<file path="src/rtl/ramp_seq_pkg.sv">
// ramp_seq_pkg: shared definitions for the ramp sequencer.
//   state_t      - sequencer FSM state encoding
//   DEF_WIDTH    - default counter / endpoint width
//   DEF_DWELL_W  - default dwell field width
package ramp_seq_pkg;

  localparam int DEF_WIDTH   = 4;
  localparam int DEF_DWELL_W = 4;

  typedef enum logic [2:0] {
    ST_IDLE  = 3'd0,
    ST_LOAD  = 3'd1,
    ST_RUN   = 3'd2,
    ST_DWELL = 3'd3,
    ST_DONE  = 3'd4
  } state_t;

endpackage

</file>
<file path="src/rtl/ramp_counter_core.sv">
// ramp_counter_core: load/step up-down counter.
//   clk, rst_n - clock, asynchronous active-low reset (count -> 0)
//   enable     - counter changes only when high
//   up_down    - step direction: 0 increment, 1 decrement
//   load       - load data_in (has priority over stepping)
//   data_in    - value to load
//   count      - current counter value
module ramp_counter_core #(
  parameter int WIDTH = 4
) (
  input  logic             clk,
  input  logic             rst_n,
  input  logic             enable,
  input  logic             up_down,
  input  logic             load,
  input  logic [WIDTH-1:0] data_in,
  output logic [WIDTH-1:0] count
);

  always_ff @(posedge clk or negedge rst_n) begin
    if (!rst_n) begin
      count <= '0;
    end else if (enable) begin
      if (load)         count <= data_in;
      else if (up_down) count <= count - 1'b1;
      else              count <= count + 1'b1;
    end
  end

endmodule

</file>
<file path="src/rtl/ramp_sequencer.sv">
// ramp_sequencer: accepts a ramp command (start, end, dwell), steps the
// counter from start to end one unit per cycle, holds end for dwell extra
// cycles, then pulses done. abort returns to IDLE with an aborted pulse.
//   clk, rst_n                     - clock, asynchronous active-low reset
//   cmd_valid / cmd_ready          - command handshake (ready only in IDLE)
//   cmd_start, cmd_end, cmd_dwell  - command fields, latched on accept
//   abort                          - terminate the active ramp
//   count                          - counter value (held in IDLE)
//   dir                            - ramp direction, 0 up / 1 down
//   busy                           - high outside IDLE
//   done, aborted                  - one-cycle completion / abort pulses
//
// state    | meaning
// ---------+----------------------------------------------------
// ST_IDLE  | waiting for a command; count holds
// ST_LOAD  | counter loads the latched start value
// ST_RUN   | stepping toward end; leaves when count == end
// ST_DWELL | holding end while the dwell counter runs down
// ST_DONE  | done pulse cycle, returns to IDLE
module ramp_sequencer
  import ramp_seq_pkg::*;
#(
  parameter int WIDTH   = DEF_WIDTH,
  parameter int DWELL_W = DEF_DWELL_W
) (
  input  logic               clk,
  input  logic               rst_n,
  input  logic               cmd_valid,
  output logic               cmd_ready,
  input  logic [WIDTH-1:0]   cmd_start,
  input  logic [WIDTH-1:0]   cmd_end,
  input  logic [DWELL_W-1:0] cmd_dwell,
  input  logic               abort,
  output logic [WIDTH-1:0]   count,
  output logic               dir,
  output logic               busy,
  output logic               done,
  output logic               aborted
);

  state_t             state;
  logic [WIDTH-1:0]   start_q;
  logic [WIDTH-1:0]   end_q;
  logic [DWELL_W-1:0] dwell_q;
  logic [DWELL_W-1:0] dwell_cnt;
  logic               at_end;
  logic               cnt_load;
  logic               cnt_en;

  assign at_end    = (count == end_q);
  assign cmd_ready = (state == ST_IDLE);
  assign busy      = ~cmd_ready;

  // Counter is gated off on an abort edge so count freezes at the value it
  // had when abort was sampled; stepping stops exactly at end, so no wrap.
  assign cnt_load = (state == ST_LOAD) && !abort;
  assign cnt_en   = cnt_load || ((state == ST_RUN) && !abort && !at_end);

  ramp_counter_core #(.WIDTH(WIDTH)) u_counter (
    .clk     (clk),
    .rst_n   (rst_n),
    .enable  (cnt_en),
    .up_down (dir),
    .load    (cnt_load),
    .data_in (start_q),
    .count   (count)
  );

  always_ff @(posedge clk or negedge rst_n) begin
    if (!rst_n) begin
      state     <= ST_IDLE;
      start_q   <= '0;
      end_q     <= '0;
      dwell_q   <= '0;
      dwell_cnt <= '0;
      dir       <= 1'b0;
      done      <= 1'b0;
      aborted   <= 1'b0;
    end else begin
      done    <= 1'b0;
      aborted <= 1'b0;
      case (state)
        ST_IDLE: begin
          if (cmd_valid) begin
            start_q <= cmd_start;
            end_q   <= cmd_end;
            dwell_q <= cmd_dwell;
            dir     <= (cmd_end < cmd_start);
            state   <= ST_LOAD;
          end
        end
        ST_LOAD: begin
          if (abort) begin
            aborted <= 1'b1;
            state   <= ST_IDLE;
          end else begin
            state <= ST_RUN;
          end
        end
        ST_RUN: begin
          if (abort) begin
            aborted <= 1'b1;
            state   <= ST_IDLE;
          end else if (at_end) begin
            dwell_cnt <= dwell_q;
            state     <= ST_DWELL;
          end
        end
        ST_DWELL: begin
          if (abort) begin
            aborted <= 1'b1;
            state   <= ST_IDLE;
          end else if (dwell_cnt == '0) begin
            done  <= 1'b1;
            state <= ST_DONE;
          end else begin
            dwell_cnt <= dwell_cnt - 1'b1;
          end
        end
        ST_DONE: begin
          state <= ST_IDLE;
        end
        default: begin
          state <= ST_IDLE;
        end
      endcase
    end
  end

endmodule

</file>
<file path="config.mk">
export PLATFORM = sky130hd
export DESIGN_NAME = ramp_sequencer
export DESIGN_NICKNAME = d
export VERILOG_FILES = /design/src/rtl/ramp_seq_pkg.sv /design/src/rtl/ramp_counter_core.sv /design/src/rtl/ramp_sequencer.sv
export SDC_FILE = /design/constraint.sdc
export NUM_CORES = 1
export LEC_CHECK = 0
export CAP_MARGIN = 0
export CORE_ASPECT_RATIO = 1.2
export CORE_MARGIN = 5
export CORE_UTILIZATION = 53
export CTS_BUF_LIST = sky130_fd_sc_hd__clkbuf_4
export DETAILED_ROUTE_END_ITERATION = 6
export PLACE_DENSITY = 0.81
export SLEW_MARGIN = 20
export SYNTH_ARGS = -nofsm -noshare
export SYNTH_HDL_FRONTEND = slang
export SYNTH_SLANG_ARGS = --single-unit
</file>
<file path="constraint.sdc">
create_clock -name clk -period 2.35 [get_ports clk]
set_input_delay 0.3525 -clock clk [delete_from_list [all_inputs] [get_ports clk]]
set_output_delay 0.3525 -clock clk [all_outputs]
set_load 0.02 [all_outputs]
</file>
# [Word-level counts from Yosys, hierarchy flattened]
# Cells that the tools add are included.
[op_classes] add_sub_neg=3 mul=0 div_mod_pow=0 n_lt_le_gt_ge=1 n_eq_ne=11 shift=0 mux=19 bitwise_logic=1 reduce_logical=13
[op_table] op="2-to-1 mux 4 bit" n=6
[op_table] op="2-to-1 mux 3 bit" n=5
[op_table] op="one-hot mux 3 bit (4 select lines)" n=1
[op_table] op="!= test 2 bit, second input constant" n=5
[op_table] op="one-hot mux 4 bit (2 select lines)" n=1
[op_table] op="subtractor 4 x 1 -> 4 bit, second input constant" n=2
[op_table] op="== test 3 x 2 -> 1 bit, second input constant" n=2
[op_table] op="!= test 3 bit, second input constant" n=2
[op_table] op="2-to-1 mux 1 bit" n=5
[op_table] op="AND reduction 5 bit" n=1
[op_table] op="adder 4 x 1 -> 4 bit, second input constant" n=1
[op_table] op="== test 4 bit" n=1
[op_table] op="zero test 4 bit" n=1
[op_table] op="less-than comparator 4 bit" n=1
[op_table] op="== test 3 x 1 -> 1 bit, second input constant" n=1
[op_table] op="logical AND 1 bit" n=3
[op_table] op="zero test 3 bit" n=1
[op_table] op="AND reduction 3 bit" n=1
[op_table] op="OR reduction 3 bit" n=1
[op_table] op="zero test 1 bit" n=2
[op_table] op="2-to-1 mux 2 bit" n=1
[op_table] op="AND reduction 2 bit" n=1
[op_table] op="nonzero test 2 bit" n=1
[op_table] op="logical OR 1 bit" n=1
[op_table] op="NOT 1 bit" n=1
[word_totals] ff_bits=26 latch_bits=0 ram_bits=0 romBits=0 output_inout_bits=9 word_cells=57 mem_count=0

# [Longest topological paths before layout]
# Gate-level depths: netlist (run 1).
[logic_depth] word_depth=4 ltp_mapped=7 ltp_nobuf=6

# [Hierarchy]
# From an unflattened synthesis (run 1), not the netlist that was laid out.
[unflattened] cells_unflattened=134 hier_area_um2=1431.4
[modules_own_cells] module="ramp_sequencer" n_inst=1 cells_per_inst=99 area_each_um2=1144.8 seq_area_each_um2=550.5
[modules_own_cells] module="ramp_counter_core" n_inst=1 cells_per_inst=35 area_each_um2=286.5 seq_area_each_um2=100.1

# [Least setup slack after synthesis (run 1)]
# OpenSTA, ideal clock, no wires.
[synth_path] kind="register to register" startpoint="register state[0]" endpoint="register dir" arrival_time_ns=1.907 t_required_ns=2.222 path_slack_ns=0.315 stages_incl_launch_ff=7 n_path_buf=3 synth_period_minus_slack_ns=2.035 path_cell_list="dfrtp_1 -> buf_2 -> nor3_1 -> and2_1 -> buf_2 -> buf_4 -> mux2_1"
[synth_via] elab_chain_len=2
[synth_lines] element="start: declaration" line="ramp_sequencer.sv:41" source="state_t state;"
[synth_lines] element="start signal: assignment" line="ramp_sequencer.sv:71" source="state <= ST_IDLE;"
[synth_lines] element="start signal: assignment" line="ramp_sequencer.sv:89" source="state <= ST_LOAD;"
[synth_lines] element="start signal: assignment" line="ramp_sequencer.sv:95" source="state <= ST_IDLE;"
[synth_lines] element="zero test 3 bit"
[synth_lines] element="named net cmd_ready" line="ramp_sequencer.sv:29" source="output logic cmd_ready,"
[synth_lines] element="AND reduction 2 bit (no source line)"
[synth_lines] element="end signal: assignment" line="ramp_sequencer.sv:88" source="dir <= (cmd_end < cmd_start);"
[synth_lines] element="end: declaration" line="ramp_sequencer.sv:35" source="output logic dir,"
# The timed path passes the listed nets, and every way through them passes these cells.
# A chain may end at the register's enable or synchronous reset.

# [Worst setup path in the final report (run 1)]
[layout_path] startpoint="register state[0]" endpoint="output port cmd_ready"
[layout_via] elab_chain_len=1
[layout_lines] element="zero test 3 bit" line="ramp_sequencer.sv:51" source="assign cmd_ready = (state == ST_IDLE);"
[layout_lines] element="end: declaration" line="ramp_sequencer.sv:29"
# No other way between the ends.

==> flow_summary.yaml, run 1 <==
sta:
  setup_viol_count_final: 0
  slew_viol_final: 0
  min_period_over_period: 0.913
  slew_headroom: 0.571
  max_freq_mhz: 466
  worst_slew_pin_slew_ns: 0.635
  tns_ns: 0
  clock_skew_ns: 0.0173
  hold_ws_ns: 0.364
  rsz0062_at_grt: "false"
  period_needed_ns: 2.15
  hold_viol: 0
clocking:
  h-tree-depth: 1
  cts_sinks: 26
  postCtsHoldBufs: 0
  insertion_delay_ns: 0.33
  clockBufferDepth: 2
  cts_buffers: 3
  cts.repair.resized: 0
  cts.clk_slew.worst_paths_ns: 0.15
  tritoncts: "built"
  clock-root-buffer: "clkbuf_4"
  postCtsSetupBuffers: 0
pwr:
  sw_frac_of_total: 0.401
  power.switching_uw: 796
  ir_worst_vdd_uv: 885
  pwr_density_cell_nw_per_um2: 1190
  p_leak_uw: 0.000741
  p_clk_frac: 0.100
  combPwrFrac: 0.473
  pwr-share-seq: 0.427
  p_int_uw: 1190
setup_path:
  reg2reg_depth: 6
  crit_required_ns: 2.00
  rrSetupSlack_ns: 0.52
  cp-start-kind: "register"
  crit_type: "register to output port"
  reg2reg_from: "u_counter.count[1]$_DFFE_PN0P_"
  crit_path_end_kind: "output port"
  worstPathArrival_ns: 1.79
  reg2reg_to: "u_counter.count[3]$_DFFE_PN0P_"
  crit_fanout: 10
drt:
  drc_errors: 0
  drtPass1Iterations: 4
  drtIter0Drc: 18
  postRouteAntennaNets: 0
  wl_per_cell_um: 15.1
  vias: 1022
  vias_per_cell: 5.62
  drt-total-wl_mm: 2.74
floorplan:
  die_w_um: 56.2
  dieArea_um2: 3680
  rows: 20
  core_area_um2: 2500
  start_util: 0.542
  io_pins: 25
  die_y_um: 65.4
synthesis:
  ys_ff_latch: 26
  synth_flop_cell: "dfrtp_1"
  async_reset_ff_frac: 1.00
  synthesis.nets: 144
  yosysWarnings: 0
  syn_area_per_cell_um2: 11.2
  syn-instance-count: 121
  synth_cell_type_count: 35
  ys_seq_area_frac: 0.480
  synth-edff-count: 0
  synth_area_um2: 1360
global_route:
  grt-ovfl-total: 0
  grt_pass1_wl_mm: 4.78
  grt_max_degree: 27
  grt_pass1_vias: 1056
  track_usage: 0.167
  antenna_found_initial: 0
run:
  cap_violations: 0
layout:
  antenna_cells: 0
  final_layout_size_suffix_gt1_frac: 0.0537
  synthToLayoutAreaGrowth_pct: 23.1
  layout.nets: 173
placement:
  io_buffers: 24
  post-dp-hpwl_mm: 2.09
  gp_congestion: 0.797
min_path:
  hold_class: "primary input to async pin"
outcome:
  outcome: "finished, final reports clean"
-- critical path, cell delays in order, from the launching register on --
cell             delay [ns]
dfrtp_1                0.51
nor3_1                 0.31
clkdlybuf4s50_1        0.66
-- area by class of cell --
type | instances | area [um^2]
Sequential cell | 26 | 651
Timing Repair Buffer | 27 | 263
Inverter | 9 | 33.8
Fill cell | 210 | 833
Clock buffer | 3 | 22.5
Tap cell | 33 | 41.3
Multi-Input combinational cell | 83 | 654
Clock inverter | 1 | 3.75
-- per-stage QoR --
stage,area (um^2),setup slack [ns],cells,util,total power (uW)
after floorplan,1360,0.315,121,-,1450
after global placement,1640,0.309,178,0.657,1740
after detailed placement,1640,0.270,178,0.657,1790
after CTS,1670,0.191,182,0.667,1990
after global routing,1670,0.115,182,0.667,2130
final,1670,0.204,182,0.667,1980
-- cells by family (layout without fill, tap and decap cells) --
logic type      count (synthesis)  count (layout)  share of synthesized area
buf+inv                        12              40                     0.0378
fa+ha+maj                       7               7                     0.0701
simple gates                   32              32                      0.125
xor+xnor                        6               6                     0.0387
compound gates                 23              23                      0.124
mux                            15              15                      0.125
flops                          26              26                      0.480
-- sequential cells by signal, summed over array words and instances (netlist names) --
name             flops
dwell_cnt            4
dwell_q              4
state                3
dir                  1
start_q              4
end_q                4
done                 1
aborted              1
u_counter.count      4
-- cells in the mapped netlist (2+ instances only) --
cell type,instances,area (um^2)
nand3_1,6,30.0
o21ai_0,2,10.0
nand2_1,4,15.0
o211ai_1,2,15.0
buf_2,2,10.0
nor4b_1,2,17.5
nor3_1,2,10.0
a21o_1,4,30.0
nor2_1,7,26.3
xnor2_1,2,17.5
nor4_1,2,12.5
xor2_1,4,35.0
dfrtp_1,26,651
mux2_1,15,169
inv_1,9,33.8
a21oi_1,5,25.0
and2_1,4,25.0
ha_1,6,75.1
-- routing by layer --
metal	track usage	share of wire	up-vias
met5	0	0	-
met4	0.0623	0.016	0
met3	0.0275	0.050	5
met2	0.300	0.54	29
met1	0.199	0.40	496
li1	-	-	492
-- worst max-delay path by stage --
stage | depth (start not counted) | slack (ns) | startpoint | to
after floorplan | 6 | 0.32 | state[0]$_DFFE_PN0P_ | dir$_DFFE_PN0P_
after global placement | 5 | 0.31 | abort | u_counter.count[3]$_DFFE_PN0P_
final | 2 | 0.20 | state[0]$_DFFE_PN0P_ | cmd_ready
after detailed placement | 5 | 0.27 | abort | u_counter.count[3]$_DFFE_PN0P_
after global routing | 2 | 0.11 | state[0]$_DFFE_PN0P_ | cmd_ready
after CTS | 2 | 0.19 | state[0]$_DFFE_PN0P_ | cmd_ready
-- cells in the final DEF, fill, tap and decap left out, types with 3 or more instances in the layout --
| cell | n |
|---|---|
| nor2_1 | 7 |
| nand2_1 | 4 |
| xor2_1 | 4 |
| buf_4 | 3 |
| nand3_1 | 6 |
| a21oi_1 | 5 |
| dfrtp_1 | 26 |
| mux2_1 | 15 |
| inv_1 | 9 |
| ha_1 | 6 |
| a21o_1 | 4 |
| clkdlybuf4s50_1 | 24 |
| and2_1 | 4 |
| clkbuf_4 | 3 |
-- power groups by stage --
stage	Sequential [uW]	Combinational (uW)	Clock, uW
after floorplan	837	615	0
after global placement	844	895	0
after global routing	880	1030	223
after CTS	845	949	200
final	847	937	198
after detailed placement	854	937	0
No activity file was read; power rests on OpenSTA's default activity.
==> inputs of run 2 (changes only) <==
--- a/config.mk
+++ b/config.mk
@@ -5,7 +5,7 @@
 export SDC_FILE = /design/constraint.sdc
 export NUM_CORES = 1
 export LEC_CHECK = 0
-export CAP_MARGIN = 0
+export CAP_MARGIN = 40
 export CORE_ASPECT_RATIO = 1.2
 export CORE_MARGIN = 5
 export CORE_UTILIZATION = 53
==> results of run 2 <==
The final DEF is identical to that of run 1; final timing and power are the same.
==> inputs of run 3 (changes only) <==
--- a/config.mk
+++ b/config.mk
@@ -11,7 +11,7 @@
 export CORE_UTILIZATION = 53
 export CTS_BUF_LIST = sky130_fd_sc_hd__clkbuf_4
 export DETAILED_ROUTE_END_ITERATION = 6
-export PLACE_DENSITY = 0.81
+export PLACE_DENSITY = 0.8
 export SLEW_MARGIN = 20
 export SYNTH_ARGS = -nofsm -noshare
 export SYNTH_HDL_FRONTEND = slang
==> flow_summary.yaml, run 3 (synthesized netlist as in run 1, its figures left out) <==
outcome:
  outcome: "finished, final reports clean"
sta:
  min_period_over_period: 0.899
  worst_slew_pin_slew_ns: 0.665
  rsz0062_at_grt: "false"
  slew_headroom: 0.550
  clock_skew_ns: 0.00177
  tns_ns: 0
  period_needed_ns: 2.11
  slew_viol_final: 0
  setup_viol_count_final: 0
  hold_viol: 0
  max_freq_mhz: 473
run:
  cap_violations: 0
floorplan:
  die_w_um: 56.2
  rows: 20
  core_area_um2: 2500
  io_pins: 25
  die_y_um: 65.4
  start_util: 0.542
  dieArea_um2: 3680
pwr:
  ir_worst_vdd_uv: 769
  sw_frac_of_total: 0.396
  pwr_density_cell_nw_per_um2: 1170
  p_leak_uw: 0.000740
  pwr-share-seq: 0.430
  p_clk_frac: 0.091
  power.switching_uw: 775
  combPwrFrac: 0.479
  p_int_uw: 1180
global_route:
  grt_pass1_wl_mm: 4.81
  track_usage: 0.166
  antenna_found_initial: 0
  grt_pass1_vias: 1075
  grt_max_degree: 27
  grt-ovfl-total: 0
placement:
  post-dp-hpwl_mm: 2.18
  gp_congestion: 0.795
  io_buffers: 24
  placedCellCount: 178
clocking:
  postCtsSetupBuffers: 0
  cts.repair.resized: 0
  cts.clk_slew.worst_paths_ns: 0.12
  insertion_delay_ns: 0.31
  postCtsHoldBufs: 0
  cts_sinks: 26
  clockBufferDepth: 2
  h-tree-depth: 1
  cts_buffers: 3
  clock-root-buffer: "clkbuf_4"
  tritoncts: "built"
setup_path:
  reg2reg_from: "dir$_DFFE_PN0P_"
  cp-start-kind: "register"
  reg2reg_depth: 6
  cp_cell_sequence: "nor3_1 > clkdlybuf4s50_1"
  worstPathArrival_ns: 1.76
  crit_path_top_delay_cell: "clkdlybuf4s50_1"
  rrSetupSlack_ns: 0.47
  crit_path_end_kind: "output port"
  slowest_delay_ns: 0.66
  crit_type: "register to output port"
  reg2reg_to: "u_counter.count[3]$_DFFE_PN0P_"
  cpLargestDelayFamily: "buffers and inverters"
  crit_buf_inv: 1
  crit_required_ns: 2.00
  crit_fanout: 10
drt:
  vias_per_cell: 5.71
  postRouteAntennaNets: 0
  drtIter0Drc: 28
  drc_errors: 0
  drt-total-wl_mm: 2.76
  vias: 1034
  drtPass1Iterations: 4
  wl_per_cell_um: 15.2
layout:
  stdcell_count: 181
  final_common_cell: "dfrtp_1"
  layout.nets: 173
  antenna_cells: 0
  synthToLayoutAreaGrowth_pct: 22.8
  final_cell_mix: "26 x dfrtp_1, 24 x clkdlybuf4s50_1, 15 x mux2_1, 9 x inv_1, 7 x nor2_1"
  final_layout_size_suffix_gt1_frac: 0.0541
min_path:
  hold_class: "primary input to async pin"
## run 3: layer usage
layer	wire (um)	track usage	share of wire
met1	1110	0.192	0.40
met2	1490	0.300	0.54
met3	123	0.0275	0.045
met4	31	0.0742	0.011
met5	0	0	0
## run 3: worst max path at each step
stage,from,endpoint,slack [ns],depth (start not counted)
final,state[0]$_DFFE_PN0P_,cmd_ready,0.24,2
after global routing,state[0]$_DFFE_PN0P_,cmd_ready,0.16,2
after CTS,state[0]$_DFFE_PN0P_,cmd_ready,0.22,2
after detailed placement,abort,u_counter.count[3]$_DFFE_PN0P_,0.27,5
after global placement,abort,u_counter.count[3]$_DFFE_PN0P_,0.31,5
after floorplan,state[0]$_DFFE_PN0P_,dir$_DFFE_PN0P_,0.32,6
## run 3: cell type report
cell class | instances | area [um^2]
fill | 228 | 837
clock buffer | 3 | 22.5
sequential | 26 | 651
inverter | 9 | 33.8
tap | 33 | 41.3
multi-input combinational | 83 | 654
timing repair buffer | 27 | 263
## run 3: metrics by stage
stage	power (uW)	utilization	setup slack, ns	instance area [um^2]	hold slack (ns)
global route	2120	0.666	0.158	1670	0.398
global placement	1740	0.657	0.312	1640	0.475
finish	1960	0.666	0.238	1670	0.394
floorplan	1450	-	0.315	1360	0.0569
detailed placement	1800	0.657	0.275	1640	0.488
CTS	1980	0.666	0.221	1670	0.392
## run 3: power groups by stage
stage	logic [uW]	registers, uW	clock network (uW)
finish	936	842	178
global route	1030	873	210
CTS	951	843	189
detailed placement	946	854	0
global placement	897	844	0
floorplan	615	837	0
## run 3: worst register-to-register path: stages (launching register included)
cell     delay [ns]
dfrtp_1        0.47
ha_1           0.30
a21o_1         0.17
a21oi_1        0.18
xnor2_1        0.11
mux2_1         0.31
o221a_1        0.23
